### src/rtl/mem_cycle_pkg.sv
// rtl/mem_cycle_pkg.sv - shared state encoding and default sizes for the memory cycle controller
package mem_cycle_pkg;

   localparam int DEF_ADDR_W   = 16;
   localparam int DEF_DATA_W   = 8;
   localparam int DEF_WAIT_CYC = 1;
   localparam int DEF_BLEN_W   = 4;
   localparam int WCNT_W       = 4;

   typedef enum logic [2:0] {
      ST_IDLE,
      ST_SETUP,
      ST_DRIVE,
      ST_STROBE,
      ST_RECOVER
   } state_t;

endpackage

### src/rtl/mem_cycle_ctrl_if.sv
// rtl/mem_cycle_ctrl_if.sv - request side and memory bus signals of the memory cycle controller
// master: requester/memory side, slave: the controller.
interface mem_cycle_ctrl_if import mem_cycle_pkg::*; #(
   parameter int ADDR_W = DEF_ADDR_W,
   parameter int DATA_W = DEF_DATA_W,
   parameter int BLEN_W = DEF_BLEN_W
);
   logic              read;
   logic              write;
   logic [ADDR_W-1:0] addr_in;
   logic [DATA_W-1:0] wdata;
   logic [BLEN_W-1:0] burst_len;
   logic [DATA_W-1:0] mem_din;
   logic              latch;
   logic              DE;
   logic              nWE;
   logic              nOE;
   logic [ADDR_W-1:0] mem_addr;
   logic [DATA_W-1:0] mem_dout;
   logic              writing;
   logic              reading;
   logic              rdata_valid;
   logic              done;
   logic [DATA_W-1:0] rdata;

   modport master (
      output read, write, addr_in, wdata, burst_len, mem_din,
      input  latch, DE, nWE, nOE, mem_addr, mem_dout,
      input  writing, reading, rdata_valid, done, rdata
   );

   modport slave (
      input  read, write, addr_in, wdata, burst_len, mem_din,
      output latch, DE, nWE, nOE, mem_addr, mem_dout,
      output writing, reading, rdata_valid, done, rdata
   );
endinterface

### src/rtl/mem_wait_cnt.sv
// rtl/mem_wait_cnt.sv - strobe wait-state down-counter with zero flag
module mem_wait_cnt import mem_cycle_pkg::*; #(
   parameter int WIDTH = WCNT_W
) (
   input  logic             clk,
   input  logic             reset,
   input  logic             load,
   input  logic [WIDTH-1:0] load_val,
   input  logic             en,
   output logic             zero
);
   logic [WIDTH-1:0] cnt;

   always_ff @(posedge clk) begin
      if (reset)
         cnt <= '0;
      else if (load)
         cnt <= load_val;
      else if (en && (cnt != '0))
         cnt <= cnt - WIDTH'(1);
   end

   assign zero = (cnt == '0);
endmodule

### src/rtl/mem_cycle_ctrl.sv
// rtl/mem_cycle_ctrl.sv - SETUP/DRIVE/STROBE/RECOVER memory cycle sequencer with registered outputs
// Optional burst addressing enabled by defining MEM_CYCLE_BURST_EN.
module mem_cycle_ctrl import mem_cycle_pkg::*; #(
   parameter int ADDR_W   = DEF_ADDR_W,
   parameter int DATA_W   = DEF_DATA_W,
   parameter int WAIT_CYC = DEF_WAIT_CYC,
   parameter int BLEN_W   = DEF_BLEN_W
) (
   input logic             clk,
   input logic             reset,
   mem_cycle_ctrl_if.slave bus
);
   localparam logic [WCNT_W-1:0] WAIT_LOAD = WCNT_W'(WAIT_CYC - 1);

   state_t            state_q, state_n;
   logic              last_q, last_n;
   logic              wr_n, rd_n;
   logic [ADDR_W-1:0] addr_n;
   logic [DATA_W-1:0] dout_n, rdata_n;
   logic              latch_n, de_n, nwe_n, noe_n, rv_n, done_n;
   logic              cnt_load, cnt_en, cnt_zero;
`ifdef MEM_CYCLE_BURST_EN
   logic [BLEN_W-1:0] beats_q, beats_n;
`endif

   mem_wait_cnt #(.WIDTH(WCNT_W)) u_wait (
      .clk      (clk),
      .reset    (reset),
      .load     (cnt_load),
      .load_val (WAIT_LOAD),
      .en       (cnt_en),
      .zero     (cnt_zero)
   );

   always_comb begin
      state_n  = state_q;
      last_n   = last_q;
      wr_n     = bus.writing;
      rd_n     = bus.reading;
      addr_n   = bus.mem_addr;
      dout_n   = bus.mem_dout;
      rdata_n  = bus.rdata;
      cnt_load = 1'b0;
      cnt_en   = 1'b0;
`ifdef MEM_CYCLE_BURST_EN
      beats_n  = beats_q;
`endif
      case (state_q)
         ST_IDLE: begin
            if (bus.read ^ bus.write) begin
               state_n = ST_SETUP;
               wr_n    = bus.write;
               rd_n    = bus.read;
               addr_n  = bus.addr_in;
`ifdef MEM_CYCLE_BURST_EN
               beats_n = bus.burst_len;
`endif
            end
         end
         ST_SETUP: begin
            state_n = ST_DRIVE;
            if (bus.writing)
               dout_n = bus.wdata;
         end
         ST_DRIVE: begin
            state_n  = ST_STROBE;
            cnt_load = 1'b1;
         end
         ST_STROBE: begin
            if (cnt_zero) begin
               state_n = ST_RECOVER;
               if (bus.reading)
                  rdata_n = bus.mem_din;
               // The end-of-transaction decision is taken here so done can be registered for RECOVER.
`ifdef MEM_CYCLE_BURST_EN
               last_n = (beats_q == '0);
`else
               last_n = bus.writing ? !(bus.write && !bus.read) : !(bus.read && !bus.write);
`endif
            end else begin
               cnt_en = 1'b1;
            end
         end
         ST_RECOVER: begin
            if (last_q) begin
               state_n = ST_IDLE;
               wr_n    = 1'b0;
               rd_n    = 1'b0;
            end else begin
               state_n = ST_SETUP;
`ifdef MEM_CYCLE_BURST_EN
               addr_n  = bus.mem_addr + ADDR_W'(1);
               beats_n = beats_q - BLEN_W'(1);
`else
               addr_n  = bus.addr_in;
`endif
            end
         end
         default: state_n = ST_IDLE;
      endcase

      latch_n = (state_n == ST_SETUP);
      de_n    = wr_n && ((state_n == ST_DRIVE) || (state_n == ST_STROBE));
      nwe_n   = !(wr_n && (state_n == ST_STROBE));
      noe_n   = !(rd_n && (state_n == ST_STROBE));
      rv_n    = rd_n && (state_n == ST_RECOVER);
      done_n  = (state_n == ST_RECOVER) && last_n;
   end

   always_ff @(posedge clk) begin
      if (reset) begin
         state_q         <= ST_IDLE;
         last_q          <= 1'b0;
         bus.latch       <= 1'b0;
         bus.DE          <= 1'b0;
         bus.nWE         <= 1'b1;
         bus.nOE         <= 1'b1;
         bus.writing     <= 1'b0;
         bus.reading     <= 1'b0;
         bus.rdata_valid <= 1'b0;
         bus.done        <= 1'b0;
         bus.mem_addr    <= '0;
         bus.mem_dout    <= '0;
         bus.rdata       <= '0;
`ifdef MEM_CYCLE_BURST_EN
         beats_q         <= '0;
`endif
      end else begin
         state_q         <= state_n;
         last_q          <= last_n;
         bus.latch       <= latch_n;
         bus.DE          <= de_n;
         bus.nWE         <= nwe_n;
         bus.nOE         <= noe_n;
         bus.writing     <= wr_n;
         bus.reading     <= rd_n;
         bus.rdata_valid <= rv_n;
         bus.done        <= done_n;
         bus.mem_addr    <= addr_n;
         bus.mem_dout    <= dout_n;
         bus.rdata       <= rdata_n;
`ifdef MEM_CYCLE_BURST_EN
         beats_q         <= beats_n;
`endif
      end
   end
endmodule

### src/flat_wrapper.sv
// flat-port wrapper written by rule: the top's interface ports become plain ports
module mem_cycle_ctrl_flat import mem_cycle_pkg::*;
#(
   parameter int ADDR_W   = DEF_ADDR_W,
   parameter int DATA_W   = DEF_DATA_W,
   parameter int WAIT_CYC = DEF_WAIT_CYC,
   parameter int BLEN_W   = DEF_BLEN_W
)
  (clk, reset, bus_read, bus_write, bus_addr_in, bus_wdata, bus_burst_len, bus_mem_din, bus_latch, bus_DE, bus_nWE, bus_nOE, bus_mem_addr, bus_mem_dout, bus_writing, bus_reading, bus_rdata_valid, bus_done, bus_rdata);
  mem_cycle_ctrl_if #(.ADDR_W(ADDR_W), .DATA_W(DATA_W), .BLEN_W(BLEN_W)) bus_i ();
  input logic clk;
  input logic reset;
  input wire logic [$bits(bus_i.read)-1:0] bus_read;
  input wire logic [$bits(bus_i.write)-1:0] bus_write;
  input wire logic [$bits(bus_i.addr_in)-1:0] bus_addr_in;
  input wire logic [$bits(bus_i.wdata)-1:0] bus_wdata;
  input wire logic [$bits(bus_i.burst_len)-1:0] bus_burst_len;
  input wire logic [$bits(bus_i.mem_din)-1:0] bus_mem_din;
  output wire logic [$bits(bus_i.latch)-1:0] bus_latch;
  output wire logic [$bits(bus_i.DE)-1:0] bus_DE;
  output wire logic [$bits(bus_i.nWE)-1:0] bus_nWE;
  output wire logic [$bits(bus_i.nOE)-1:0] bus_nOE;
  output wire logic [$bits(bus_i.mem_addr)-1:0] bus_mem_addr;
  output wire logic [$bits(bus_i.mem_dout)-1:0] bus_mem_dout;
  output wire logic [$bits(bus_i.writing)-1:0] bus_writing;
  output wire logic [$bits(bus_i.reading)-1:0] bus_reading;
  output wire logic [$bits(bus_i.rdata_valid)-1:0] bus_rdata_valid;
  output wire logic [$bits(bus_i.done)-1:0] bus_done;
  output wire logic [$bits(bus_i.rdata)-1:0] bus_rdata;
  assign bus_i.read = bus_read;
  assign bus_i.write = bus_write;
  assign bus_i.addr_in = bus_addr_in;
  assign bus_i.wdata = bus_wdata;
  assign bus_i.burst_len = bus_burst_len;
  assign bus_i.mem_din = bus_mem_din;
  assign bus_latch = bus_i.latch;
  assign bus_DE = bus_i.DE;
  assign bus_nWE = bus_i.nWE;
  assign bus_nOE = bus_i.nOE;
  assign bus_mem_addr = bus_i.mem_addr;
  assign bus_mem_dout = bus_i.mem_dout;
  assign bus_writing = bus_i.writing;
  assign bus_reading = bus_i.reading;
  assign bus_rdata_valid = bus_i.rdata_valid;
  assign bus_done = bus_i.done;
  assign bus_rdata = bus_i.rdata;
  mem_cycle_ctrl #(.ADDR_W(ADDR_W), .DATA_W(DATA_W), .WAIT_CYC(WAIT_CYC), .BLEN_W(BLEN_W)) u_core (.clk(clk), .reset(reset), .bus(bus_i));
endmodule
### config.mk
export PLATFORM = sky130hd
export DESIGN_NAME = mem_cycle_ctrl_flat
export DESIGN_NICKNAME = d
export VERILOG_FILES = /design/src/rtl/mem_cycle_pkg.sv /design/src/rtl/mem_cycle_ctrl_if.sv /design/src/rtl/mem_wait_cnt.sv /design/src/rtl/mem_cycle_ctrl.sv /design/src/flat_wrapper.sv
export SDC_FILE = /design/constraint.sdc
export NUM_CORES = 1
export LEC_CHECK = 0
export ABC_AREA = 1
export BUFFER_PORTS_ARGS = -buffer_cell sky130_fd_sc_hd__clkbuf_2
export CAP_MARGIN = 20
export CORE_MARGIN = 2
export CORE_UTILIZATION = 36
export DETAILED_ROUTE_END_ITERATION = 6
export GPL_ROUTABILITY_DRIVEN = 0
export PLACE_DENSITY = 0.65
export SLEW_MARGIN = 20
export SYNTH_ARGS = -nofsm -noshare
export SYNTH_HDL_FRONTEND = slang
export SYNTH_HIERARCHICAL = 1
export SYNTH_SLANG_ARGS = --single-unit
### constraint.sdc
create_clock -name clk -period 2.5 [get_ports clk]
set_input_delay 0.75 -clock clk [delete_from_list [all_inputs] [get_ports clk]]
set_output_delay 0.75 -clock clk [all_outputs]
set_load 0.02 [all_outputs]
* After elaboration in Yosys (flattened, before gate mapping)
Index checks and enable logic that the tools add are counted.
** Word-level totals
- Flip-flop bits (word level) :: 48
- Bits in latches :: 0
- Memory bits (writable) :: 0
- ROM bits :: 0
- Bits of input ports :: 40
- Output and inout bits :: 40
- Memories :: 0
** Cells by class
- Add/subtract/negate cells :: 1
- Multiply operators :: 0
- Div/mod/pow operators :: 0
- Order comparisons :: 0
- Eq/ne operators :: 10
- Shift-type cells :: 0
- Mux-type cells :: 19
- Bitwise logic cells :: 1
- Reduce and logical (&&, ||, !) cells :: 23
** Operator list (number)
- $mux W16 :: 2
- $pmux W16 S2 :: 1
- $pmux W3 S5 :: 1
- $eq A3 B2 Y1 const B :: 4
- $mux W1 :: 11
- $logic_and A1 B1 Y1 :: 8
- $eq A3 B1 Y1 const B :: 2
- $eq A3 B3 Y1 const B :: 2
- $logic_not A1 Y1 :: 6
- $mux W3 :: 2
- $reduce_and A3 Y1 :: 2
- $logic_not A4 Y1 :: 1
- $pmux W1 S2 :: 2
- $reduce_bool A4 Y1 :: 1
- $sub A4 B1 Y4 const B :: 1
- $logic_not A3 Y1 :: 1
- $ne A2 B1 Y1 const B :: 1
- $ne A2 B2 Y1 const B :: 1
- $reduce_and A2 Y1 :: 1
- $reduce_bool A2 Y1 :: 1
- $reduce_or A2 Y1 :: 1
- $logic_or A1 B1 Y1 :: 1
- $xor A1 B1 Y1 :: 1

* Depth between registers and ports, before layout
- Word-level depth :: 7
- Depth in mapped cells :: 10

* Modules after synthesis
Netlist, hierarchy kept.
** By module, submodules not included
- mem_cycle_ctrl :: instances 1, cells an instance 211, area an instance 1746.7 µm², seq. area each 880.8 µm²
- mem_wait_cnt :: instances 1, cells an instance 41, area an instance 274.0 µm², seq. area each 80.1 µm²

* Worst setup path after synthesis
Ideal clock, no wire load.
- Path type :: input -> register
- From :: input port bus_read
- To :: register u_core.bus.mem_addr[15]
- Library setup time :: 0.069 ns
- Data arrival time :: 1.720 ns
- Setup slack :: 0.711 ns
- Stages on the path :: 8
- Buffers on the path :: 1
- Path through :: inv_1 > ha_1 > inv_1 > nand3_4 > nand2_4 > buf_12 > nand2_2 > a21oi_2
** On the way
- Longest elaborated chain between the ends :: 3
** Ends and longest elaborated chain
- start, declared :: RTL line flat_wrapper.sv:13 : input wire logic [$bits(bus_i.read)-1:0] bus_read;
- $xor A1 B1 Y1 :: RTL line mem_cycle_ctrl.sv:50 : if (bus.read ^ bus.write) begin
- $ne A2 B1 Y1 (no source line)
- $reduce_and A3 Y1 (no source line)
- end signal, assigned :: RTL line mem_cycle_ctrl.sv:139 : bus.mem_addr <= addr_n;
- end, declared :: RTL line mem_cycle_ctrl_if.sv:34 : output latch, DE, nWE, nOE, mem_addr, mem_dout,
No other way between the ends.
A chain may end at the register's enable or synchronous reset.

* Worst setup path in the final report
- From :: register u_core.u_wait.cnt[0]
- To :: register u_core.bus.rdata[3]
** On the way
- Longest elaborated chain between the ends :: 2
** Ends and longest elaborated chain
- start, declared :: RTL line mem_wait_cnt.sv:12 : logic [WIDTH-1:0] cnt;
- start signal, assigned :: RTL line mem_wait_cnt.sv:18 : cnt <= load_val;
- start signal, assigned :: RTL line mem_wait_cnt.sv:20 : cnt <= cnt - WIDTH'(1);
- $logic_not A4 Y1 :: RTL line mem_wait_cnt.sv:23 : assign zero = (cnt == '0);
- named net u_core.cnt_zero :: RTL line mem_cycle_ctrl.sv:21 : logic cnt_load, cnt_en, cnt_zero;
- $reduce_and A3 Y1 (no source line)
- end signal, assigned :: RTL line mem_cycle_ctrl.sv:141 : bus.rdata <= rdata_n;
- end, declared :: RTL line mem_cycle_ctrl_if.sv:35 : output writing, reading, rdata_valid, done, rdata
The timed path passes the listed nets, and every way through them passes these cells.

==> metrics.yaml <==
setup_path:
  r2r-start: "u_core/u_wait/cnt[0]"
  r2r_slack_ps: 680
  critical_path_peak_fanout: 10
  critPathKind: "reg -> reg"
  crit_path_start: "u_core/u_wait/cnt[0]"
  rr_endpoint: "u_core/bus.rdata[3]"
  r2r_cells: 8
  crit_path_end_kind: "flip-flop"
  worst_setup_path_start_kind: "flip-flop"
  worstPathRequired_ps: 2730
  crit_arrival_ps: 2050
route:
  drt_iter0_drc: 71
  ant_nets: 0
  num_vias: 1860
  drc: 0
  routed_wl_um: 4340
  dr.pass1.iters: 4
  wl_per_cell_um: 10.7
  vias_per_cell: 4.60
logic_synthesis:
  avgSynthCellArea_um2: 8.02
  synthCells: 252
  synth.yosys.seq_area_share_pct: 47.6
  synth-seq-cells: 48
  yosys-top-cells-area: "dfxtp_1 (48%), nor2_1 (7.6%), nand3_1 (6.9%)"
  synth_cell_types: 28
  syn-cell-area_um2: 2020
  ys_warn_count: 6
  synth_top_cell_area_share_pct: 47.6
  synth_top_area_cell: "dfxtp_1"
place:
  io_buffers: 75
  hpwlAfterDp_um: 3210
  dp_slack_ps: 478
  placedCellCount: 396
worst_hold_path:
  holdCritStartpoint: "u_core/bus.mem_addr[11]"
  min_path_cells: 2
  hold_path.class: "reg -> reg"
  whs_endpoint: "u_core/bus.mem_addr[11]"
outcome:
  status: "finished, final reports clean"
sta:
  report.final.slew_viol_count: 0
  slew_headroom_pct: 63.7
  grt_setup_unrepaired: "no"
  layout_min_cycle_time_ps: 1820
  finalHoldViolCount: 0
  fin_crit_sh_pct: 72.6
  max_freq_mhz: 551
  setup_violations: 0
  tightest_slew_ps: 544
  fin_tns_setup_ps: 0
  fin_ws_ps: 685
  skew_ps: 9.27
die:
  num_rows: 27
  io-pin-count: 80
  core_um2: 5470
  die_y_um: 78.9
  die_w_um: 78.9
  die-area_um2: 6230
  start_util_pct: 36.9
pwr:
  ir_drop_mv: 0.378
  finalPower_mw: 1.83
  powerDensity_nw_per_um2: 718
  p_leak_nw: 1.19
layout:
  finalCoreUtilization_pct: 46.6
  syn2layout_area_growth_pct: 26.2
  register_area_um2: 961
  antenna_cells: 0
  multi_input_area_um2: 935
  fill_cells: 559
  fin_nets: 374
  final_common_cell: "clkbuf_2"
  final_cell_count_no_fill: 404
  mostFrequentLayoutCells: "clkbuf_2 (75), dfxtp_1 (48), nor2_1 (41), nand3_1 (28), nand2_1 (27)"
  drive_gt1_share_pct: 35.2
clock_tree:
  path_clk_slew_ps: 90
  htree_levels: 2
  cts_tree: "built"
  clk_latency_ps: 300
  postCtsSetupRepairBufs: 0
  cts_made_buffers: 5
  clock_sinks: 48
  clockBufferDepth: 2
  ctsHoldBuffers: 0
  ctsResizeCount: 0
  cts_root_buf: "clkbuf_8"
global_route:
  globalRouteTotalUtil_pct: 14.7
  grt_pass1_vias: 1742
  grt.overflow.total: 0
  grt_max_degree: 26
  antenna_found_initial: 0
  grt_pass1_wl_um: 7460
job:
  cap_violations: 0
[power breakdown]
| part | switching (mW) | internal (mW) | total [mW] |
|---|---|---|---|
| clock | 0.261 | 0.199 | 0.460 |
| sequential | 0.0503 | 0.832 | 0.883 |
| combinational | 0.316 | 0.172 | 0.488 |
[cells by family after synthesis]
family,share of synthesized area [%]
buffers and inverters,6.75
adders and majority gates,1.86
DFF,47.6
xor gates and xnor gates,0.434
AOI/OAI and AO/OA,13.1
other,0.186
and+or+nand+nor,30.2
[registers in the layout, summed over array words and instances, names as in the netlist]
signal	count
u_core/bus.mem_addr	16
u_core/bus.mem_dout	8
u_core/bus.rdata	8
u_core/u_wait/cnt	4
u_core/state_q	3
u_core/bus.DE	1
u_core/bus.done	1
u_core/bus.latch	1
u_core/bus.nOE	1
u_core/bus.nWE	1
u_core/bus.rdata_valid	1
u_core/bus.reading	1
u_core/bus.writing	1
u_core/last_q	1
[through the flow]
stage,hold slack [ps],area (um2)
floorplan,462,2030
global placement,465,2460
detailed placement,475,2460
CTS,490,2550
global route,508,2550
finish,489,2550
[cells in the mapped netlist (all sizes together)]
cell type / instances
dfxtp: 48
nor2: 42
nand2: 39
nand3: 31
a21oi: 23
inv: 21
o21ai: 21
nor3: 10
buf: 5
clkbuf: 3
ha: 3
clkinv: 1
conb: 1
nand4: 1
o22ai: 1
or2: 1
xor2: 1
[worst max-delay path, stage by stage, from the launching register on]
cell     delay [ps]
dfxtp_1         330
inv_1           100
ha_1            210
nand3_2         120
inv_1           120
nand2_1         240
nor2_1          410
o21ai_0         130
nor2_1          120
[how the worst max path moves through the flow]
stage | endpoint | slack (ps) | depth (start not counted)
after floorplan | u_core/bus.mem_addr[15] | 710 | 8
after global placement | u_core/bus.mem_addr[11] | 510 | 8
after detailed placement | u_core/bus.mem_addr[0] | 480 | 8
after CTS | u_core/bus.rdata[0] | 660 | 8
after global routing | u_core/bus.rdata[6] | 450 | 8
final | u_core/bus.rdata[3] | 680 | 8
[cell type report]
cell class | instances | share of cell area [%]
clock buffer | 5 | 2.70
timing repair buffer | 77 | 15.3
tap | 72 | 3.53
inverter | 22 | 3.29
multi-input combinational | 177 | 36.7
clock inverter | 3 | 0.834
sequential | 48 | 37.7
[metal layers]
| layer | global-route usage (%) | wire length (um) | up-vias |
|---|---|---|---|
| li1 | - | - | 983 |
| met1 | 18.2 | 2060 | 817 |
| met2 | 25.0 | 1940 | 56 |
| met3 | 3.75 | 305 | 4 |
| met4 | 4.66 | 29 | 0 |
| met5 | 0 | 0 | - |
No activity file was read; power rests on OpenSTA's default activity.
